==> src/rtl/load_rsv_station.sv <==
// rtl/load_rsv_station.sv - in-order load reservation station with CDB snoop
// Optional same-cycle CDB-to-issue forwarding: LOAD_RSV_CDB_FORWARD_EN
module load_rsv_station #(
    parameter int DEPTH = 4,
    parameter int PTR_W = $clog2(DEPTH)
) (
    input  logic               clk,
    input  logic               reset,
    input  logic               flush,
    input  logic               dispatch_valid,
    output logic               dispatch_ready,
    input  logic [2:0]         dispatch_width,
    input  logic [5:0]         dispatch_dest,
    input  logic               dispatch_opr1_rdy,
    input  logic [31:0]        dispatch_opr1,
    input  logic               dispatch_opr2_rdy,
    input  logic [31:0]        dispatch_opr2,
    input  logic [31:0]        dispatch_offset,
    input  logic [37:0]        cdb,
    input  logic               issue_stall,
    output logic               enable,
    output logic [104:0]       rs2exe,
    output logic [PTR_W:0]     occupancy
);

    typedef struct packed {
        logic        valid;
        logic [2:0]  width;
        logic [5:0]  dest;
        logic        opr1_rdy;
        logic [31:0] opr1;
        logic        opr2_rdy;
        logic [31:0] opr2;
        logic [31:0] offset;
    } entry_t;

    entry_t            ent_q [DEPTH];
    entry_t            ent_d [DEPTH];
    logic [PTR_W-1:0]  head_q, head_d;
    logic [PTR_W-1:0]  tail_q, tail_d;
    logic [PTR_W:0]    count_q, count_d;

    logic [5:0]        cdb_tag;
    logic [31:0]       cdb_data;
    entry_t            head_ent;
    logic              head_rdy1, head_rdy2, head_ready;
    logic [31:0]       head_opr1, head_opr2;
    logic              do_disp;

    // Tag 0 is the idle CDB encoding and must never wake an operand.
    function automatic logic tag_match(input logic [5:0] tag, input logic [31:0] opr);
        return (tag != 6'd0) && (tag == opr[5:0]);
    endfunction

    assign cdb_tag        = cdb[37:32];
    assign cdb_data       = cdb[31:0];
    assign head_ent       = ent_q[head_q];
    assign dispatch_ready = (count_q != (PTR_W+1)'(DEPTH));
    assign occupancy      = count_q;
    assign do_disp        = dispatch_valid && dispatch_ready && !flush;

`ifdef LOAD_RSV_CDB_FORWARD_EN
    logic fwd1, fwd2;
    assign fwd1      = !head_ent.opr1_rdy && tag_match(cdb_tag, head_ent.opr1);
    assign fwd2      = !head_ent.opr2_rdy && tag_match(cdb_tag, head_ent.opr2);
    assign head_rdy1 = head_ent.opr1_rdy || fwd1;
    assign head_rdy2 = head_ent.opr2_rdy || fwd2;
    assign head_opr1 = fwd1 ? cdb_data : head_ent.opr1;
    assign head_opr2 = fwd2 ? cdb_data : head_ent.opr2;
`else
    assign head_rdy1 = head_ent.opr1_rdy;
    assign head_rdy2 = head_ent.opr2_rdy;
    assign head_opr1 = head_ent.opr1;
    assign head_opr2 = head_ent.opr2;
`endif

    assign head_ready = head_ent.valid && head_rdy1 && head_rdy2;
    assign enable     = head_ready && !issue_stall && !flush;
    assign rs2exe     = head_ent.valid
                        ? {head_ent.width, head_ent.dest, head_opr1, head_opr2, head_ent.offset}
                        : 105'd0;

    always_comb begin
        ent_d   = ent_q;
        head_d  = head_q;
        tail_d  = tail_q;
        count_d = count_q;

        for (int i = 0; i < DEPTH; i++) begin
            if (ent_q[i].valid && !ent_q[i].opr1_rdy && tag_match(cdb_tag, ent_q[i].opr1)) begin
                ent_d[i].opr1     = cdb_data;
                ent_d[i].opr1_rdy = 1'b1;
            end
            if (ent_q[i].valid && !ent_q[i].opr2_rdy && tag_match(cdb_tag, ent_q[i].opr2)) begin
                ent_d[i].opr2     = cdb_data;
                ent_d[i].opr2_rdy = 1'b1;
            end
        end

        if (enable) begin
            ent_d[head_q].valid = 1'b0;
            head_d              = head_q + PTR_W'(1);
        end

        // The incoming entry sees the same broadcast as the resident ones.
        if (do_disp) begin
            ent_d[tail_q].valid    = 1'b1;
            ent_d[tail_q].width    = dispatch_width;
            ent_d[tail_q].dest     = dispatch_dest;
            ent_d[tail_q].offset   = dispatch_offset;
            ent_d[tail_q].opr1_rdy = dispatch_opr1_rdy || tag_match(cdb_tag, dispatch_opr1);
            ent_d[tail_q].opr1     = (!dispatch_opr1_rdy && tag_match(cdb_tag, dispatch_opr1))
                                     ? cdb_data : dispatch_opr1;
            ent_d[tail_q].opr2_rdy = dispatch_opr2_rdy || tag_match(cdb_tag, dispatch_opr2);
            ent_d[tail_q].opr2     = (!dispatch_opr2_rdy && tag_match(cdb_tag, dispatch_opr2))
                                     ? cdb_data : dispatch_opr2;
            tail_d                 = tail_q + PTR_W'(1);
        end

        count_d = count_q + (PTR_W+1)'(do_disp) - (PTR_W+1)'(enable);

        if (flush) begin
            for (int i = 0; i < DEPTH; i++) ent_d[i].valid = 1'b0;
            head_d  = '0;
            tail_d  = '0;
            count_d = '0;
        end
    end

    always_ff @(posedge clk or posedge reset) begin
        if (reset) begin
            for (int i = 0; i < DEPTH; i++) ent_q[i] <= '0;
            head_q  <= '0;
            tail_q  <= '0;
            count_q <= '0;
        end else begin
            for (int i = 0; i < DEPTH; i++) ent_q[i] <= ent_d[i];
            head_q  <= head_d;
            tail_q  <= tail_d;
            count_q <= count_d;
        end
    end

endmodule

==> config.mk <==
export PLATFORM = sky130hd
export DESIGN_NAME = load_rsv_station
export DESIGN_NICKNAME = d
export VERILOG_FILES = /design/src/rtl/load_rsv_station.sv
export SDC_FILE = /design/constraint.sdc
export NUM_CORES = 1
export LEC_CHECK = 0
export BUFFER_PORTS_ARGS = -buffer_cell sky130_fd_sc_hd__buf_4
export CAP_MARGIN = 20
export CORE_ASPECT_RATIO = 1.75
export CORE_MARGIN = 2
export CORE_UTILIZATION = 55
export DETAILED_ROUTE_END_ITERATION = 8
export PLACE_DENSITY_LB_ADDON = 0.15
export RECOVER_POWER = 50
export SLEW_MARGIN = 30
export SYNTH_ARGS = -nofsm -noshare
export SYNTH_HDL_FRONTEND = slang
export SYNTH_SLANG_ARGS = --single-unit
==> constraint.sdc <==
create_clock -name clk -period 17.5 [get_ports clk]
set_input_delay 3.5 -clock clk [delete_from_list [all_inputs] [get_ports clk]]
set_output_delay 3.5 -clock clk [all_outputs]
set_load 0.005 [all_outputs]
==> results by stage, run 1 <==
Clock network:
- After clock tree synthesis, the clock-pin slew on the worst setup and hold paths is about 0.060 ns.
- The maximum level of the CTS H-tree is 2.
- Buffers inserted to repair hold after CTS numbered 0.
- After clock tree synthesis, the setup repair step added 0 buffers.
- TritonCTS built the clock tree.
- Clock tree synthesis inserted a total of between 40 and 50 buffers.
- After clock tree synthesis, the repair step resized 0 gates.
- No sink is reached through more buffers than the 3 on the longest clock path.
- The clock latency on the worst-skew pair is about 0.56 ns.
- The number of sinks on the clock net is roughly 440.
- The cell sitting at the root of the clock tree is a clkbuf_16.

Floorplanning:
- The die is between 150 and 200 microns wide.
- between 200 and 300 I/O pins were placed.
- The die covers approximately 0.043 sq mm.
- For this configuration, the core starts out at a cell density of between 50% and 60%.
- The total area inside the core boundary comes to between 0.04 and 0.05 sq mm.
- The height of the die is between 200 and 300 microns.
- The row count is just under 100.

STA:
- Of the available clock period, the critical path in the final layout requires around three fifths.
- Summed over all failing endpoints, the final setup total negative slack is 0 ns.
- Between clock sinks in the finished design, the worst skew comes to approximately 0.019 ns.
- The transition time at the pin with the least slew margin is ~6.6 ns.
- The post-route worst setup slack is approximately 7.0 ns.
- The number of hold-slack violations in the final timing report came to 0.
- The number of setup violations in the final report is 0.
- Setup repair after global routing left no endpoint under its margin.
- The max-slew violation count came to approximately 900.
- Hold timing on the final database bottoms out at a slack of 0.469 ns.
- The shortest clock period the worst path allows after layout is about 11 ns.
- The top achievable clock speed is between 90 and 100 MHz.
- The worst pin sits at a relative slew slack of -341%.

Setup path:
- The classification of the worst setup path is input port to asynchronous set/reset pin.
- The buffers plus inverters on the worst setup path is 4.
- The peak fanout along the critical path is 146.
- The kind of cell adding the most delay to the critical path is buffers and inverters.
- The worst setup path is launched from an input port.
- The highest-delay cell along the critical path is clkinvlp_2.
- The required time of the critical path is around 18 ns.
- The worst setup path is captured at an asynchronous set/reset pin.
- The biggest cell delay along the critical path is ~3.6 ns.
- Data arrives at the worst endpoint at approximately 11 ns.
- The signal on the critical path passes through clkbuf_4 > clkinvlp_2 > clkbuf_1 > buf_6.

Routing:
- The DRC violations left is 0.
- Dividing the detail-routed wire length by the instance count gives roughly 26 microns.
- The first detailed-routing pass ran for 6 iterations.
- The post-detailed-route via-to-cell ratio is roughly 6.4.
- The first-iteration detailed-routing DRC count is roughly 1600.
- The wire length after detailed routing is 71100 microns.
- The count of antenna-violating nets left after detailed routing is 0.
- The final route contains around 18000 vias.

Yosys:
- The synthesized netlist devotes 0.639% of its cell area to adder and majority cells.
- In this run the mean area of a mapped cell was about 11 sq um.
- The number of nets handed over by synthesis was roughly 2200.
- Synthesis handed over a netlist of 2064 instances.
- Summing the areas of all xor and xnor instances in the mapped netlist gives 2.47% of the synthesized area.
- The number of warnings reported in the yosys synthesis log is 0.
- For this run, the leading register cell type out of synthesis is dfrtp_1.
- Ranked by instance count, the synthesized netlist is headed by nand2_1 (505), dfrtp_1 (439), or3_1 (256).
- The number of flip-flops and latches in the synthesized netlist is ~440.
- In the synthesized netlist, mux cells make up 10.9% of the area.
- dfrtp_1 takes more of the synthesized area than any other cell.
- In this run the cell area of the synthesized design comes to about 0.023 sq mm.
- By area the synthesized netlist is led by dfrtp_1 (48%), mux4_2 (11%), o221a_2 (10%).
- The share of the yosys chip area belonging to registers is between 40% and 50%.
- The area share of the largest cell type after synthesis is slightly below 50%.
- Summing the areas of all and, or, nand and nor instances in the mapped netlist gives ~20% of the synthesized area.
- The number of flops mapped to enable cells by yosys is 0.
- After synthesis, the largest family of logic cells by area is simple AND/OR/NAND/NOR gates.
- nand2_1 is the most common cell in the netlist.
- The synthesized netlist devotes around 14% of its cell area to compound gates.
- After synthesis, the share of flip-flops with an asynchronous set or reset is 100%.
- Counting distinct cell types in the post-synthesis netlist gives between 40 and 50.

Placed design:
- The estimated wirelength of the detail-placed design is roughly 42000 microns.
- At the end of routability-driven placement, the weighted congestion stood at between 0.8 and 0.9.
- The number of buffer cells added on primary ports is 259.
- Prior to clock tree synthesis, the placed netlist has a worst setup slack of around 9.5 ns.

Worst hold path:
- The worst hold-check path type is flip-flop to flip-flop.

Layout:
- The multi-input combinational cells in the finished layout cover a total of 0.0109 sq mm.
- The register area is about 0.011 sq mm.
- The number of filler instances in the final layout is between 3000 and 4000.
- For this run, the post-layout net count is between 2000 and 2500.
- In the final layout, the share of cells above drive strength 1 is between 30% and 40%.
- The synthesis-to-finish area growth is 15.2%.

Power:
- The total power divided by cell area is 157 mW/mm^2.
- IR analysis of the VDD net gives a maximum drop of about 0.1 mV.
- Total power for the finished layout comes to 4.12 mW.
- The leakage power figure is approximately 11 nW.

Job:
- The max capacitance violation total is 16.

Global route:
- After global routing the overflow that remains totals 0.
- The global-route usage over all layers is roughly a third.
- The maximum number of pins on one net before global-route repair is about 150.
- The first-pass GRT wire length is ~110000 microns.
- The initial antenna violation count is 10.
- The via count of the first global-routing pass came to roughly 19000.

Run status:
- The checks that failed: capacitance limit, slew limit.
- The run finished, with violations left.
layout make-up:
| type | instances | area share (%) |
|---|---|---|
| Sequential cell | 439 | 42.0 |
| Multi-Input combinational cell | 1391 | 41.5 |
| Timing Repair Buffer | 287 | 8.06 |
| Clock buffer | 66 | 5.01 |
| Tap cell | 550 | 2.63 |
| Clock inverter | 10 | 0.502 |
| Inverter | 13 | 0.191 |
| Antenna cell | 10 | 0.0956 |
layout by cell type (no fill, tap or decap), drive strengths merged:
master and instances:
nand2b 1, a211o 4, fa 1, inv 13, mux4 106, o22a 1, a21oi 2, nand2 505
o21ai 3, or4 11, o31a 1, and2 4, nor2b 108, nor4 2, clkinv 5, and3 2
nor4b 1, nand3b 1, or2 8, bufinv 3, buf 271, diode 10, clkinvlp 2, o221a 256
xor2 27, xnor2 37, a2111oi 1, clkbuf 82, a311oi 1, nand3 9, dfrtp 439, mux2i 8
nor3 6, ha 10, a2bb2oi 8, nand4 2, a31oi 1, nor2 8, or3 256
worst min-delay path, cell delays in order (launching register included):
cell and delay [ns]:
dfrtp_1 0.34, nand2_1 0.05, nand2_1 0.05
per-layer routing:
metal,GRT usage (%),up-vias,routed length [microns]
met2,55.0,843,35000
met5,0,-,0
li1,-,7709,-
met3,5.11,174,5270
met4,22.4,0,5010
met1,41.3,9046,25800
power by group:
group          switching (mW)  internal [mW]  total, mW
logic                   0.549          0.805       1.35
clock network           0.401          0.559      0.960
registers               0.304           1.50       1.80
worst paths after layout:
kind,from,endpoint,slack (ns),cells past startpoint
worst max register to register,occupancy[1]$_DFF_PP0_,ent_q[202]$_DFF_PP0_,11.83,6
max in group clk,issue_stall,enable,8.38,4
min in group asynchronous,reset,ent_q[153]$_DFF_PP0_,5.02,2
worst min-delay path,ent_q[14]$_DFFE_PP0P_,ent_q[14]$_DFFE_PP0P_,0.47,2
worst min register to register,ent_q[14]$_DFFE_PP0P_,ent_q[14]$_DFFE_PP0P_,0.47,2
worst max-delay path,reset,ent_q[282]$_DFF_PP0_,6.96,4
logic make-up (layout without fill, tap and decap cells):
| family | after synthesis | count (layout) |
|---|---|---|
| AOI/OAI and AO/OA | 278 | 278 |
| xor gates and xnor gates | 64 | 64 |
| adders and majority gates | 11 | 11 |
| buffers and inverters | 234 | 376 |
| DFF | 439 | 439 |
| muxes | 114 | 114 |
| other | 0 | 10 |
| and+or+nand+nor | 924 | 924 |
flip-flops by register name, indices dropped and copies added (netlist names):
| signal | cells |
|---|---|
| ent_q | 432 |
| occupancy | 3 |
| head_q | 2 |
| tail_q | 2 |
stage by stage:
| step | util, % | cells | instance area (sq um) |
|---|---|---|---|
| 6_report | 64.1 | 2766 | 26200 |
| 4_1_cts | 64.3 | 2756 | 26300 |
| 2_1_floorplan | - | 2064 | 22700 |
| 5_1_grt | 64.1 | 2766 | 26200 |
| 3_3_place_gp | 60.8 | 2680 | 24800 |
| 3_5_place_dp | 60.8 | 2680 | 24800 |
Power figures use the tool's default switching activity.
==> run 2: changes to the inputs <==
Clock period 17.5 ns to 10.34 ns, I/O delays scaled along.
==> run 2 against run 1 <==
Compared with the run above: the flow still finishes with violations (capacitance limit, slew limit); die area did not move; routed wire length increased by 0.80%; count of clock-buffer cells in the layout down 7; utilization about the same; sequential share of layout area hardly changed; combinational power grew 70%; design area hardly changed; critical endpoint is now ent_q[422]$_DFFE_PP0P_; largest cell class unchanged; largest power group unchanged.
==> results by stage, run 2 (synthesized netlist as in run 1, its figures left out) <==
Run status:
- The flow ran to the end, but the final reports show violations.
- The final reports fail on capacitance limit, slew limit.

Routing:
- Before antenna repair, the detailed router went through 6 iterations.
- The first-iteration detailed-routing DRC count is approximately 1500.
- In the final routed layout, each cell accounts on average for approximately 26 microns.
- For this block, the routed nets add up to 71600 microns of wire.
- The count of antenna-violating nets left after detailed routing is 0.
- For this run, design rule violations remaining after detail routing come to 0.
- The final route contains about 18000 vias.
- The post-detailed-route via-to-cell ratio is 6.45.

STA:
- Subtracting the final worst setup slack from the clock period gives between 7 and 8 ns.
- The number of hold-slack violations in the final timing report is 0.
- Setup repair after global routing left no endpoint under its margin.
- The transition time at the pin with the least slew margin is between 3 and 4 ns.
- The max-slew violation count came to 391.
- On the final layout, the worst clock skew is about 0.02 ns.
- The worst path uses between 60 and 70% of the clock period.
- The top achievable clock speed is 141 MHz.
- The relative slew slack is -142%.
- The number of setup violations in the final report is 0.
- Adding up every negative setup slack in the final design gives 0 ns.

Floorplanning:
- The height of the die is around 270 microns.
- 260 I/O pins were placed.
- The core region is roughly 0.041 sq mm.
- Measured along the x axis, the die boundary spans 158 microns.
- The starting density of the core is 55.6%.
- The row count is 98.
- The floorplan die area is 0.0430 sq mm.

Global route:
- The via count of the first global-routing pass is around 19000.
- The first-pass GRT wire length is between 100000 and 150000 microns.
- The total overflow left after global routing is 0.
- Entering global routing, the biggest net connects 181 pins.
- The initial antenna violation count is 9.
- The global-route usage over all layers is between 30% and 40%.

Worst hold path:
- The tightest min-delay check is of the flip-flop to flip-flop type.

Clock network:
- Clock-pin slew was measured on the worst setup and hold paths at ~0.060 ns.
- Clock latency on the worst-skew pair, taken at its later pin, is ~0.57 ns.
- The count of hold buffers inserted by post-cts repair is 0.
- The clock tree synthesis step divided the H-tree into 2 levels.
- The number of gates resized after CTS is 0.
- The CTS tree is built.
- The number of clock buffers inserted by TritonCTS is 43.
- The clock root buffer master is clkbuf_16.
- The number of setup buffers added after CTS is 0.
- The clock passes through at most 3 buffers.
- For this design, the sink count on the clock tree is between 400 and 500.

Placed design:
- Routability-driven placement finished with a final weighted congestion of slightly above 0.9.
- Input and output buffers added on the ports amount to 259.
- Summed over all nets, the half-perimeter wirelength after detailed placement is around 43000 microns.

Setup path:
- The startpoint type of the worst setup path is an input port.
- By startpoint and endpoint, the worst setup path is classified as input port to asynchronous set/reset pin.
- Of all nets on the critical path, the largest fanout is 100.
- For the worst setup path, the data required time is 10.49 ns.
- The worst setup path is captured at an asynchronous set/reset pin.
- The arrival time of the worst setup path is approximately 7.3 ns.

Power:
- For this design the static power due to leakage is approximately 11 nW.
- For this design the ratio of total power to cell area is 266 mW/mm^2.
- IR analysis of the VDD net gives a maximum drop of approximately 0.18 mV.
- The post-layout total power is 6.96 mW.

Layout:
- The flip-flop count of the largest register, all copies and words added is ~430.
- The share of layout cells above drive strength 1 is between 30% and 40%.
- In the layout the commonest cells are nand2_1 (500), dfrtp_1 (437), buf_4 (273).
- The final-stage net count is approximately 2300.
- The register with the most flip-flops is ent_q.
- The synthesis-to-finish area growth is 15.3%.
- The leading cell type in the layout, fill and taps excluded is nand2_1.

Job:
- The max capacitance violation total is 6.
[run 2: path summary, 6_finish.rpt]
kind / startpoint / to / slack, ns / cells past startpoint
worst max-delay path: reset / ent_q[422]$_DFFE_PP0P_ / 3.24 / 5
worst min-delay path: ent_q[113]$_DFFE_PP0P_ / ent_q[113]$_DFFE_PP0P_ / 0.47 / 2
worst max register to register: occupancy[1]$_DFF_PP0_ / ent_q[365]$_DFF_PP0_ / 5.04 / 7
worst min register to register: ent_q[113]$_DFFE_PP0P_ / ent_q[113]$_DFFE_PP0P_ / 0.47 / 2
max in group clk: flush / ent_q[365]$_DFF_PP0_ / 3.60 / 8
min in group asynchronous: reset / ent_q[273]$_DFF_PP0_ / 2.91 / 3
[run 2: cell type report]
type,instances,area (sq um)
clock inverter,16,196
inverter,13,50.0
fill,3286,14600
clock buffer,59,1180
antenna,8,20.0
multi-input combinational,1391,10900
timing repair buffer,289,2150
sequential,439,11000
tap,550,688
[run 2: power breakdown]
group / total (mW) / leakage [nW] / internal, mW / switching, mW
clock: 1.59 / 0.671 / 0.898 / 0.696
combinational: 2.30 / 5.07 / 1.36 / 0.935
sequential: 3.07 / 5.36 / 2.54 / 0.531
[run 2: through the flow]
step / area [sq um] / hold slack [ns] / std cells / worst slack, ns / util (%)
2_1_floorplan: 22700 / 0.440 / 2064 / 2.34 / -
3_5_place_dp: 24800 / 0.457 / 2680 / 4.52 / 60.9
6_report: 26200 / 0.468 / 2765 / 3.24 / 64.1
4_1_cts: 26200 / 0.472 / 2755 / 3.88 / 64.2
3_3_place_gp: 24800 / 0.452 / 2678 / 4.54 / 60.8
5_1_grt: 26200 / 0.493 / 2765 / 2.17 / 64.1
[run 2: critical path: stages]
cell and delay [ns]:
clkbuf_4 0.11, clkinvlp_2 0.05, clkbuf_1 2.52, buf_12 0.47, clkbuf_2 1.78
[run 2: layer usage]
metal / share of wire (%) / GRT usage (%)
met5: 0.011 / 0
met4: 5.4 / 18.2
met3: 7.1 / 4.80
met2: 51 / 56.7
met1: 37 / 41.8
==> run 3: changes to the inputs <==
Clock period 10.34 ns to 6.9 ns, I/O delays scaled along.
==> run 3 against run 2 <==
Compared with the run above: the run still ends with capacitance limit, slew limit left; combinational power increased by 50%; flip-flop and latch count unchanged; highest routed layer is now met4; largest power group unchanged; routed wire length decreased by 0.29%; via count increased by 0.37%; sequential power increased by 50%; worst setup slack got worse by 1.8 ns; final cell count decreased by 0.36%; largest cell class unchanged; sequential share of layout area about the same.
==> results by stage, run 3 (synthesized netlist as in run 1, its figures left out) <==
Power:
- For this design the total switching power over the nets is around 3.2 mW.
- The share of power burned in the clock network is between 20% and 30%.
- The internal portion of the total power is between 7 and 8 mW.
- Of the total power, combinational logic draws between 30% and 40%.
- For this design the static power due to leakage is ~11 nW.
- The share of total power consumed by net switching is a little under a third.
- Registers are responsible for between 40% and 50% of the overall power.
- The worst vdd rail ir drop is approximately 0.25 mV.
- The total power divided by cell area is around 400 mW/mm^2.

Setup path:
- The required time of the critical path is roughly 7.4 ns.
- Along the worst path, the maximum fanout reaches 65.
- The worst register-to-register path has a depth of 7.
- The element type at the critical path end is a flip-flop.
- The startpoint type of the worst setup path is an input port.
- The classification of the worst setup path is input port to flip-flop.
- The arrival time of the worst setup path is a little under 6 ns.

Placed design:
- After detailed placement, the design holds a cell count of 2679.
- The placed instances occupy a cell area of roughly 0.025 sq mm.
- Routability-driven placement finished with a final weighted congestion of between 0.8 and 0.9.
- In this run the tool buffered the top-level ports with approximately 260 buffer cells.
- At the placement stage, the worst setup path has a slack of about 2.4 ns.
- After legalization and detailed placement, the total HPWL measured 43000 microns.

Routing:
- The total vias in the final route is roughly 18000.
- The first-pass iteration count of the detailed router is 6.
- The post-detailed-route via-to-cell ratio is 6.50.
- For this run, design rule violations remaining after detail routing come to 0.
- The detail route stage leaves a number of antenna-violating nets equal to 0.
- In the final routed layout, each cell accounts on average for around 26 microns.
- The first-iteration detailed-routing DRC count is about 1600.
- The wire length after detailed routing is roughly 71000 microns.

Floorplanning:
- The number of top-level pins is between 200 and 300.
- The placeable core area is 0.0408 sq mm.
- The die is around 160 microns wide.
- The initial utilization of the core area, before any placement, comes to about 56%.
- The floorplan die area is between 0.04 and 0.05 sq mm.
- The row count is 98.
- The height of the die is 273 microns.

Clock network:
- Once the clock tree was built, the resizer swapped 0 gates to a different size.
- Clock tree synthesis selected as its root buffer the cell clkbuf_16.
- The CTS tree is built.
- The clock passes through at most 3 buffers.
- Buffers inserted to repair hold after CTS numbered 0.
- The clock input transition at the sequential cells of the worst setup and hold paths is about 0.06 ns.
- CTS saw about 440 sinks.
- Once the clock tree was built, the setup fixing pass inserted 0 buffers.
- The clock latency on the worst-skew pair is 0.56 ns.
- TritonCTS created 42 clock buffers.
- The maximum level of the CTS H-tree is 2.

Global route:
- For this run, the total global-route usage over all layers was measured as between 30% and 40%.
- Entering global routing, the biggest net connects approximately 180 pins.
- For this run the aggregate overflow at the end of global routing stands at 0.
- The first global-routing pass estimated 110000 microns of wire.
- The initial antenna violation count is 6.
- The via count of the first global-routing pass came to 18700.

STA:
- Across all setup checks in the final design, the least slack found is around 1.4 ns.
- The clock arrives with about 0.018 ns of skew.
- Setup repair after global routing left no endpoint under its margin.
- The number of hold-slack violations in the final timing report is 0.
- Static timing analysis puts the maximum clock frequency at about 180 MHz.
- The routed design could run at a clock period as short as around 5.5 ns.
- In the finished design, the share of the clock period the worst path needs comes to 79.4%.
- Setup violations remaining at the end of the flow were counted as 0.
- The transition time at the pin with the least slew margin is about 4.0 ns.
- The relative slew slack is -166%.
- For the final routed database, the setup TNS stands at 0 ns.
- The max-slew violation count was ~460.

Worst hold path:
- The path class of the tightest hold or removal check is flip-flop to flip-flop.
- The worst hold path was traced through 2 stages.

Job:
- The max capacitance violation total is 8.

Layout:
- The final standard cell count with taps included and fillers excluded is 2755.
- After the last flow step, the layout net total stands at approximately 2300.
- In the final layout, the share of cells above drive strength 1 is a little under a third.
- The area growth from synthesis to layout is 15.4%.
- After filler insertion, the fill cell instance count of the layout stands at ~3200.
- The register with the most flip-flops is ent_q.
- The final instance area is between 0.02 and 0.03 sq mm.
- In the layout the commonest cells are nand2_1 (502), dfrtp_1 (437), buf_4 (271).
- The leading cell type in the layout, fill and taps excluded is nand2_1.
- The flip-flop count of the largest register, all copies and words added is about 430.

Run status:
- The final reports fail on capacitance limit, slew limit.
- The run finished, with violations left.
## run 3: final cells by class
| class | count | area [sq um] | share of cell area [%] |
|---|---|---|---|
| flip-flops and latches | 439 | 11000 | 42.0 |
| clock inverters | 7 | 135 | 0.516 |
| inverters | 13 | 50.0 | 0.191 |
| clock buffers | 63 | 1270 | 4.86 |
| well taps | 550 | 688 | 2.63 |
| diodes | 5 | 12.5 | 0.0477 |
| repair buffers | 287 | 2150 | 8.19 |
| multi-input cells | 1391 | 10900 | 41.6 |
## run 3: power groups by stage
| stage | combinational, mW | sequential [mW] | clock [mW] |
|---|---|---|---|
| 2_1_floorplan | 2.50 | 4.33 | 0 |
| 3_3_place_gp | 3.33 | 4.56 | 0 |
| 3_5_place_dp | 3.44 | 4.63 | 0 |
| 4_1_cts | 3.46 | 4.60 | 2.45 |
| 5_1_grt | 3.73 | 4.75 | 2.55 |
| 6_report | 3.44 | 4.62 | 2.42 |
## run 3: routing by layer
| metal | global-route usage [%] | part of all wire (%) | wire length, microns |
|---|---|---|---|
| met5 | 0 | 0 | 0 |
| met4 | 21.0 | 6.5 | 4670 |
| met3 | 5.09 | 7.3 | 5240 |
| met2 | 55.6 | 50 | 35800 |
| met1 | 41.6 | 36 | 25800 |
## run 3: worst paths after layout
kind / end / slack (ns) / start
worst max-delay path: ent_q[158]$_DFF_PP0_ / 1.42 / flush
worst min-delay path: ent_q[31]$_DFFE_PP0P_ / 0.47 / ent_q[31]$_DFFE_PP0P_
worst max register to register: ent_q[158]$_DFF_PP0_ / 2.20 / occupancy[1]$_DFF_PP0_
worst min register to register: ent_q[31]$_DFFE_PP0P_ / 0.47 / ent_q[31]$_DFFE_PP0P_
max in group asynchronous: head_q[1]$_DFFE_PP0P_ / 1.82 / reset
min in group asynchronous: ent_q[366]$_DFF_PP0_ / 0.87 / reset
## run 3: critical path, stage by stage
cell	delay [ns]
clkbuf_1	0.25
nand2b_1	0.24
a21oi_1	0.11
clkbuf_1	0.50
nand2_1	1.76
mux2i_4	0.90
buf_4	0.48
o221a_2	0.27
## run 3: metrics by stage
| stage | utilization [%] | hold WS, ns | total power [mW] |
|---|---|---|---|
| after floorplan | - | 0.440 | 6.82 |
| after global placement | 60.8 | 0.451 | 7.89 |
| after detailed placement | 60.8 | 0.458 | 8.07 |
| after CTS | 64.2 | 0.473 | 10.5 |
| after global routing | 64.2 | 0.490 | 11.0 |
| final | 64.2 | 0.469 | 10.5 |
